--- config.mk ---
export PLATFORM = sky130hd
export DESIGN_NAME = spi_sram_bridge
export DESIGN_NICKNAME = d
export VERILOG_FILES = /design/src/rtl/spi_sram_bridge.sv
export SDC_FILE = /design/constraint.sdc
export NUM_CORES = 1
export LEC_CHECK = 0
export ABC_CLOCK_PERIOD_IN_PS = 3300
export BUFFER_PORTS_ARGS = -buffer_cell sky130_fd_sc_hd__buf_2
export CAP_MARGIN = 40
export CORE_AREA = 4 4 109 111
export CTS_CLUSTER_SIZE = 12
export DETAILED_ROUTE_END_ITERATION = 8
export DIE_AREA = 0 0 113 115
export GPL_TIMING_DRIVEN = 0
export SLEW_MARGIN = 20
export SYNTH_ARGS = -nofsm -noshare
export SYNTH_HDL_FRONTEND = slang
export SYNTH_SLANG_ARGS = --single-unit
--- constraint.sdc ---
create_clock -name clk -period 3.3 [get_ports clk]
set_clock_uncertainty 0.15 [all_clocks]
set_input_delay 0.495 -clock clk [delete_from_list [all_inputs] [get_ports clk]]
set_output_delay 0.495 -clock clk [all_outputs]
set_load 0.005 [all_outputs]
--- src/rtl/spi_sram_bridge.sv ---
// -----------------------------------------------------------------------------
// spi_sram_bridge
//
// Purpose:
//   Converts single-byte CPU memory requests into 23LC512-style serial SRAM
//   transactions: opcode (READ/WRITE), then address, then one data byte, all
//   MSB first. SCLK is the free-running system clk, forwarded outside this
//   block. When an incrementing, same-direction request arrives in the last
//   bit cycle of a byte, chip select stays low and only the next data byte is
//   transferred (SRAM sequential mode).
//
// Ports:
//   clk        system clock, also the SCLK seen by the SRAM
//   rst_n      asynchronous active-low reset
//   req_valid  request present; payload held stable until accepted
//   req_ready  request accepted on a posedge where req_valid & req_ready
//   req_we     1 = write, 0 = read
//   req_addr   byte address (ADDR_W bits)
//   req_wdata  write data
//   rsp_valid  one-cycle pulse: read data valid or write completed
//   rsp_rdata  read data, holds its last value otherwise
//   busy       high from accept until spi_cs_n has been seen high again
//   spi_cs_n   SRAM chip select, active low (negedge launched)
//   spi_mosi   serial data to SRAM (negedge launched)
//   spi_miso   serial data from SRAM (sampled on posedge)
// -----------------------------------------------------------------------------
module spi_sram_bridge #(
    parameter int unsigned ADDR_W = 16,
    parameter int unsigned CS_GAP = 1,
    parameter int unsigned SEQ_EN = 1,
    parameter logic [7:0]  RD_CMD = 8'h03,
    parameter logic [7:0]  WR_CMD = 8'h02
) (
    input  logic              clk,
    input  logic              rst_n,
    input  logic              req_valid,
    output logic              req_ready,
    input  logic              req_we,
    input  logic [ADDR_W-1:0] req_addr,
    input  logic [7:0]        req_wdata,
    output logic              rsp_valid,
    output logic [7:0]        rsp_rdata,
    output logic              busy,
    output logic              spi_cs_n,
    output logic              spi_mosi,
    input  logic              spi_miso
);

    localparam int unsigned N     = 16 + ADDR_W;
    localparam int unsigned CNT_W = 5;
    // Gap counter holds CS_GAP-1 down to 0.
    localparam int unsigned GAP_W = (CS_GAP > 2) ? $clog2(CS_GAP) : 1;

    typedef enum logic [2:0] {
        ST_IDLE,
        ST_CMD,
        ST_ADDR,
        ST_DATA,
        ST_GAP
    } state_t;

    state_t              state_q, state_d;
    logic [CNT_W-1:0]    cnt_q, cnt_d;
    logic [GAP_W-1:0]    gap_q, gap_d;
    logic [N-1:0]        sr_q, sr_d;
    logic [7:0]          rx_q, rx_d;
    logic                cur_we_q, cur_we_d;
    logic [ADDR_W-1:0]   cur_addr_q, cur_addr_d;
    logic                rsp_valid_q, rsp_valid_d;
    logic [7:0]          rsp_rdata_q, rsp_rdata_d;
    logic                busy_q, busy_d;
    logic                ready_en_q;
    logic                cs_n_q, cs_n_d;
    logic                mosi_q, mosi_d;

    logic                active;
    logic                last_bit;
    logic                seq_ok;
    logic                accept;
    logic [ADDR_W-1:0]   next_addr;

    assign active    = (state_q == ST_CMD) || (state_q == ST_ADDR) || (state_q == ST_DATA);
    assign last_bit  = (state_q == ST_DATA) && (cnt_q == CNT_W'(7));
    assign next_addr = cur_addr_q + ADDR_W'(1);

    // Continuation is decided combinationally from the live request so the
    // next byte can start on the very edge that ends the current one.
    assign seq_ok    = (SEQ_EN != 0) && last_bit && req_valid &&
                       (req_we == cur_we_q) && (req_addr == next_addr);
    assign req_ready = ready_en_q && ((state_q == ST_IDLE) || seq_ok);
    assign accept    = req_valid && req_ready;

    assign rsp_valid = rsp_valid_q;
    assign rsp_rdata = rsp_rdata_q;
    assign busy      = busy_q;
    assign spi_cs_n  = cs_n_q;
    assign spi_mosi  = mosi_q;

    always_comb begin
        state_d     = state_q;
        cnt_d       = cnt_q;
        gap_d       = gap_q;
        sr_d        = sr_q;
        rx_d        = rx_q;
        cur_we_d    = cur_we_q;
        cur_addr_d  = cur_addr_q;
        rsp_valid_d = 1'b0;
        rsp_rdata_d = rsp_rdata_q;
        busy_d      = busy_q;

        if (active) begin
            sr_d = {sr_q[N-2:0], 1'b0};
        end

        case (state_q)
            ST_IDLE: begin
                if (accept) begin
                    sr_d       = {(req_we ? WR_CMD : RD_CMD), req_addr, req_wdata};
                    cur_we_d   = req_we;
                    cur_addr_d = req_addr;
                    cnt_d      = '0;
                    state_d    = ST_CMD;
                end
            end
            ST_CMD: begin
                if (cnt_q == CNT_W'(7)) begin
                    cnt_d   = '0;
                    state_d = ST_ADDR;
                end else begin
                    cnt_d = cnt_q + CNT_W'(1);
                end
            end
            ST_ADDR: begin
                if (cnt_q == CNT_W'(ADDR_W - 1)) begin
                    cnt_d   = '0;
                    state_d = ST_DATA;
                end else begin
                    cnt_d = cnt_q + CNT_W'(1);
                end
            end
            ST_DATA: begin
                // miso is valid at every data-phase rising edge; the final
                // sample is merged directly into the response byte.
                rx_d = {rx_q[6:0], spi_miso};
                if (cnt_q == CNT_W'(7)) begin
                    rsp_valid_d = 1'b1;
                    if (!cur_we_q) begin
                        rsp_rdata_d = {rx_q[6:0], spi_miso};
                    end
                    if (seq_ok) begin
                        sr_d       = '0;
                        sr_d[N-1 -: 8] = req_wdata;
                        cur_addr_d = req_addr;
                        cnt_d      = '0;
                    end else begin
                        gap_d   = GAP_W'(CS_GAP - 1);
                        state_d = ST_GAP;
                    end
                end else begin
                    cnt_d = cnt_q + CNT_W'(1);
                end
            end
            ST_GAP: begin
                if (gap_q == '0) begin
                    state_d = ST_IDLE;
                end else begin
                    gap_d = gap_q - GAP_W'(1);
                end
            end
            default: begin
                state_d = ST_IDLE;
            end
        endcase

        if (accept) begin
            busy_d = 1'b1;
        end else if ((state_q == ST_GAP) && cs_n_q) begin
            busy_d = 1'b0;
        end

        // Pin values launched on the falling edge from current posedge state.
        cs_n_d = !active;
        mosi_d = active ? sr_q[N-1] : 1'b0;
    end

    always_ff @(posedge clk or negedge rst_n) begin
        if (!rst_n) begin
            state_q     <= ST_IDLE;
            cnt_q       <= '0;
            gap_q       <= '0;
            sr_q        <= '0;
            rx_q        <= '0;
            cur_we_q    <= 1'b0;
            cur_addr_q  <= '0;
            rsp_valid_q <= 1'b0;
            rsp_rdata_q <= '0;
            busy_q      <= 1'b0;
            ready_en_q  <= 1'b0;
        end else begin
            state_q     <= state_d;
            cnt_q       <= cnt_d;
            gap_q       <= gap_d;
            sr_q        <= sr_d;
            rx_q        <= rx_d;
            cur_we_q    <= cur_we_d;
            cur_addr_q  <= cur_addr_d;
            rsp_valid_q <= rsp_valid_d;
            rsp_rdata_q <= rsp_rdata_d;
            busy_q      <= busy_d;
            ready_en_q  <= 1'b1;
        end
    end

    always_ff @(negedge clk or negedge rst_n) begin
        if (!rst_n) begin
            cs_n_q <= 1'b1;
            mosi_q <= 1'b0;
        end else begin
            cs_n_q <= cs_n_d;
            mosi_q <= mosi_d;
        end
    end

endmodule

Word-level counts from Yosys, hierarchy flattened
Index checks and enable logic that the tools add are counted.

Flip-flop bits (word level): 78. Bits in latches: 0. Memory bits (writable): 0. Memory bits (read-only): 0. Input bits: 29. Output and inout port bits: 13. Logic and storage cells: 87. Memories kept: 0.

Add/subtract/negate cells: 3. Multipliers: 0. Divide/modulo/power cells: 0. Magnitude comparators: 0. Eq/ne operators: 16. Shift-type cells: 0. Multiplexer cells: 32. Bitwise operators: 1. Reduce and logical (&&, ||, !) cells: 22.

Operators by type and width (count): 32-bit two-way mux (4); 32-bit case mux with 2 select lines (1); 16-bit two-way mux (3); 16-bit case mux with 2 select lines (1); 5-bit two-way mux (5); 5-bit case mux with 4 select lines (1); 3-bit two-way mux (6); 16-bit by 1-bit adder with 16-bit output, second input constant (1); 16-bit equality test (1); 3-bit case mux with 5 select lines (1); 1-bit two-way mux (9); 3-bit AND reduction (3); 2-bit != test, second input constant (4); 1-bit logical AND (7); 3-bit by 2-bit equality test with 1-bit output, second input constant (2); 2-bit by 1-bit != test with 1-bit output, second input constant (3); 6-bit AND reduction (1); 2-bit nonzero test (3); 5-bit by 1-bit adder with 5-bit output, second input constant (1); 5-bit by 3-bit equality test with 1-bit output, second input constant (1); 5-bit by 4-bit equality test with 1-bit output, second input constant (1); 4-bit AND reduction (1); 4-bit nonzero test (1); 3-bit by 1-bit equality test with 1-bit output, second input constant (1); 10 further kinds (12).

Depth between registers and ports, before layout
Depth after elaboration: 10. Depth in mapped cells: 10. Gate-level depth less buffers: 10.

==> flow_metrics.tcl <==
set metrics [dict create \
    dr_total_vias 3379 \
    syn_avg_cell_area_um2 10.7 \
    synth_edf_count 0 \
    worstSkewPairLatency_ps 400 \
    cts_inserted_buffers 9 \
    yosysTopAreaCell "dfrtp_1" \
    hold_viol 0 \
    dr.pass1.iters 4 \
    power.total_uw 4510 \
    h-tree-depth 3 \
    fin_crit_sh_pct 101 \
    synth_compound_area_share_pct 13.3 \
    min_period_ps 3320 \
    yosys.area_share.simple_pct 15.8 \
    rsz0062_at_grt "yes" \
    syn_area_mm2 0.00432 \
    syn2layout_area_growth_pct 21.9 \
    synth_top_family_by_area "multiplexers" \
    tightest_slew_ps 742 \
    start_kind "flop" \
    max-cap-violations 0 \
    yosysWarningCount 0 \
    drt-total-wl_mm 11.0 \
    synth-xor-area-share_pct 4.46 \
    hpwl_mm 7.62 \
    max_freq_mhz 301 \
    yosys_most_used_dff "dfrtp_1" \
    slowest_delay_ps 480 \
    synthMuxAreaShare_pct 16.8 \
    io_pins 42 \
    n_antenna_cell 0 \
    holdWs_ps 193 \
    hold_path.class "in -> reg" \
    drtIter0Drc 116 \
    portBuffers 40 \
    synthAdderAreaFrac_pct 1.16 \
    async_reset_ff_share_pct 100 \
    slew_violations 0 \
    vias_per_cell 5.49 \
    utilization_pct 48.7 \
    worstSetupEndpointType "output pin" \
    antenna_found_initial 0 \
    grt.overflow.total 0 \
    rows 38 \
    cp_cell_sequence "and3_1 -> nand3_2 -> nor4b_4 -> o2111ai_4 -> a2111oi_4 -> buf_6 -> o21a_1 -> buf_2" \
    die_area_mm2 0.0130 \
    fp.dieW_um 113 \
    slew_headroom_pct 50.5 \
    status "finished, violations left" \
    crit_arrival_ps 2680 \
    synth-seq-area-share_pct 44.7 \
    crit_path_max_fanout 7 \
    ys_seq_elements 77 \
    num-nets-final 503 \
    clk_pin_slew_ps 80 \
    die_height_um 115 \
    drive_gt1_share_pct 32.4 \
    grt_use_total_pct 17.5 \
    grt_max_degree 58 \
    wl_per_cell_um 17.8 \
    setup-tns-final_ps -40.4 \
    fp.coreArea_mm2 0.0108 \
    netlist_instances 404 \
    grt_pass1_vias 3477 \
    final_common_cell "dfrtp_1" \
    synth_top_area_share_pct 43.5 \
    cts.sinks 77 \
    layout_common_cells "dfrtp_1 (71), buf_2 (43), nand2_1 (41), mux2i_1 (29), o31ai_1 (27)" \
    ant_nets 0 \
    setup_viol 2 \
    cpMaxStageDelayCell "dfrtp_1" \
    initial_utilization_pct 40.0 \
    cts_tree "yes" \
    gp_congestion 0.835 \
    grt_pass1_wl_mm 17.9 \
    ctsLongestPathBuffers 2 \
    synth_cell_types 57 \
    cp.required_ps 2650 \
    worstSetupPathType "reg -> out" \
    syn_nets 437 \
    clockRootBuffer "clkbuf_8" \
    p_leak_uw 0.00238 \
    fin_ws_ps -23.2 \
    yosys-top-cells-area "dfrtp_1 (43%), mux2i_1 (6.7%), mux2_2 (6.0%), o31ai_1 (4.7%), mux2_4 (3.8%)" \
    irDropWorstVdd_v 0.000350 \
    drc 0 \
    fillCellCount 1002 \
    violations "negative setup slack" \
    powerDensity_mw_per_mm2 858 \
]
-- cells by family after synthesis --
family | count (synthesis)
AO/OA/AOI/OAI | 73
XOR/XNOR | 22
adder cells (fa/ha/maj) | 4
buffers and inverters | 36
flip-flops | 77
multiplexers | 64
other | 1
AND/OR/NAND/NOR | 127
-- routing by layer --
metal / routed length, µm / global-route usage (%) / up-vias
li1: - / - / 1604
met1: 4990 / 23.1 / 1700
met2: 5300 / 27.6 / 60
met3: 466 / 4.21 / 15
met4: 203 / 7.85 / 0
met5: 0 / 0 / -
-- worst max-delay path, delay by kind of cell, from the launching register on --
| family | cells | cell delay (ps) |
|---|---|---|
| flip-flops | 1 | 480 |
| AO/OA/AOI/OAI | 3 | 670 |
| buffers and inverters | 2 | 260 |
| AND/OR/NAND/NOR | 3 | 900 |
-- area by class of cell --
class | count | area (µm²) | share of cell area, %
Multi-Input combinational cell | 291 | 2410 | 45.8
Sequential cell | 77 | 1930 | 36.7
Timing Repair Buffer | 57 | 353 | 6.71
Clock buffer | 12 | 188 | 3.57
Tap cell | 140 | 175 | 3.33
Buffer | 21 | 123 | 2.33
Inverter | 12 | 45.0 | 0.856
Clock inverter | 5 | 36.3 | 0.690
-- worst paths after layout --
check                      slack [ps]             to  cells past startpoint          start
max                               -20      req_ready                      8  cur_addr_q[7]
min                               190       sr_q[27]                      2   req_wdata[3]
max reg2reg                        70       spi_mosi                      5     state_q[0]
min reg2reg                       360   rsp_rdata[1]                      1   rsp_rdata[1]
max in group asynchronous         340       spi_cs_n                      3          rst_n
min in group asynchronous         400  cur_addr_q[3]                      2          rst_n
-- synth_stat cells, types with 4 or more instances --
| cell | count |
|---|---|
| dfrtp_1 | 75 |
| nand2_1 | 41 |
| mux2i_1 | 29 |
| o31ai_1 | 27 |
| mux2_2 | 23 |
| nand3_1 | 15 |
| nor2_1 | 14 |
| inv_1 | 13 |
| xnor2_1 | 13 |
| a21o_1 | 11 |
| mux2_4 | 11 |
| nand4_1 | 11 |
| nor3_1 | 11 |
| clkbuf_1 | 9 |
| xor2_1 | 9 |
| a21oi_1 | 8 |
| buf_2 | 7 |
| nor4_1 | 7 |
| nand2b_1 | 6 |
| o21ai_0 | 5 |
| buf_1 | 4 |
| ha_1 | 4 |
| nand3b_1 | 4 |
-- timing repair --
| action | in CTS | in global routing |
|---|---|---|
| endpoints found under the setup margin | 4 | 5 |
| gates resized for setup | 17 | 27 |
| hold buffers | 1 | 0 |
| pin swaps | 3 | 11 |
| hold endpoints to repair | 20 | 0 |
| setup buffers | 6 | 9 |
-- through the flow --
stage	setup WS, ps	cells	cell area [µm²]
floorplan	45.1	404	4320
global placement	-536	584	4700
detailed placement	-339	585	4730
CTS	-51.8	607	5070
global route	-131	615	5260
finish	-23.2	615	5260
-- sequential cells by signal, indices dropped and copies added, names as in the netlist --
| signal | cells |
|---|---|
| cur_addr_q | 16 |
| rsp_rdata | 8 |
| cur_we_q | 1 |
| sr_q | 32 |
| spi_cs_n | 1 |
| rx_q | 7 |
| state_q | 3 |
| busy | 1 |
| rsp_valid | 1 |
| ready_en_q | 1 |
| cnt_q | 5 |
| spi_mosi | 1 |
-- where the power goes --
part	switching (µW)	total, µW	internal [µW]	leakage (µW)
clock network	386	779	393	0.000119
registers	326	1660	1340	0.000943
logic	1080	2070	995	0.00131
total	1790	4510	2730	0.00238
(Power assumes the default switching activity.)
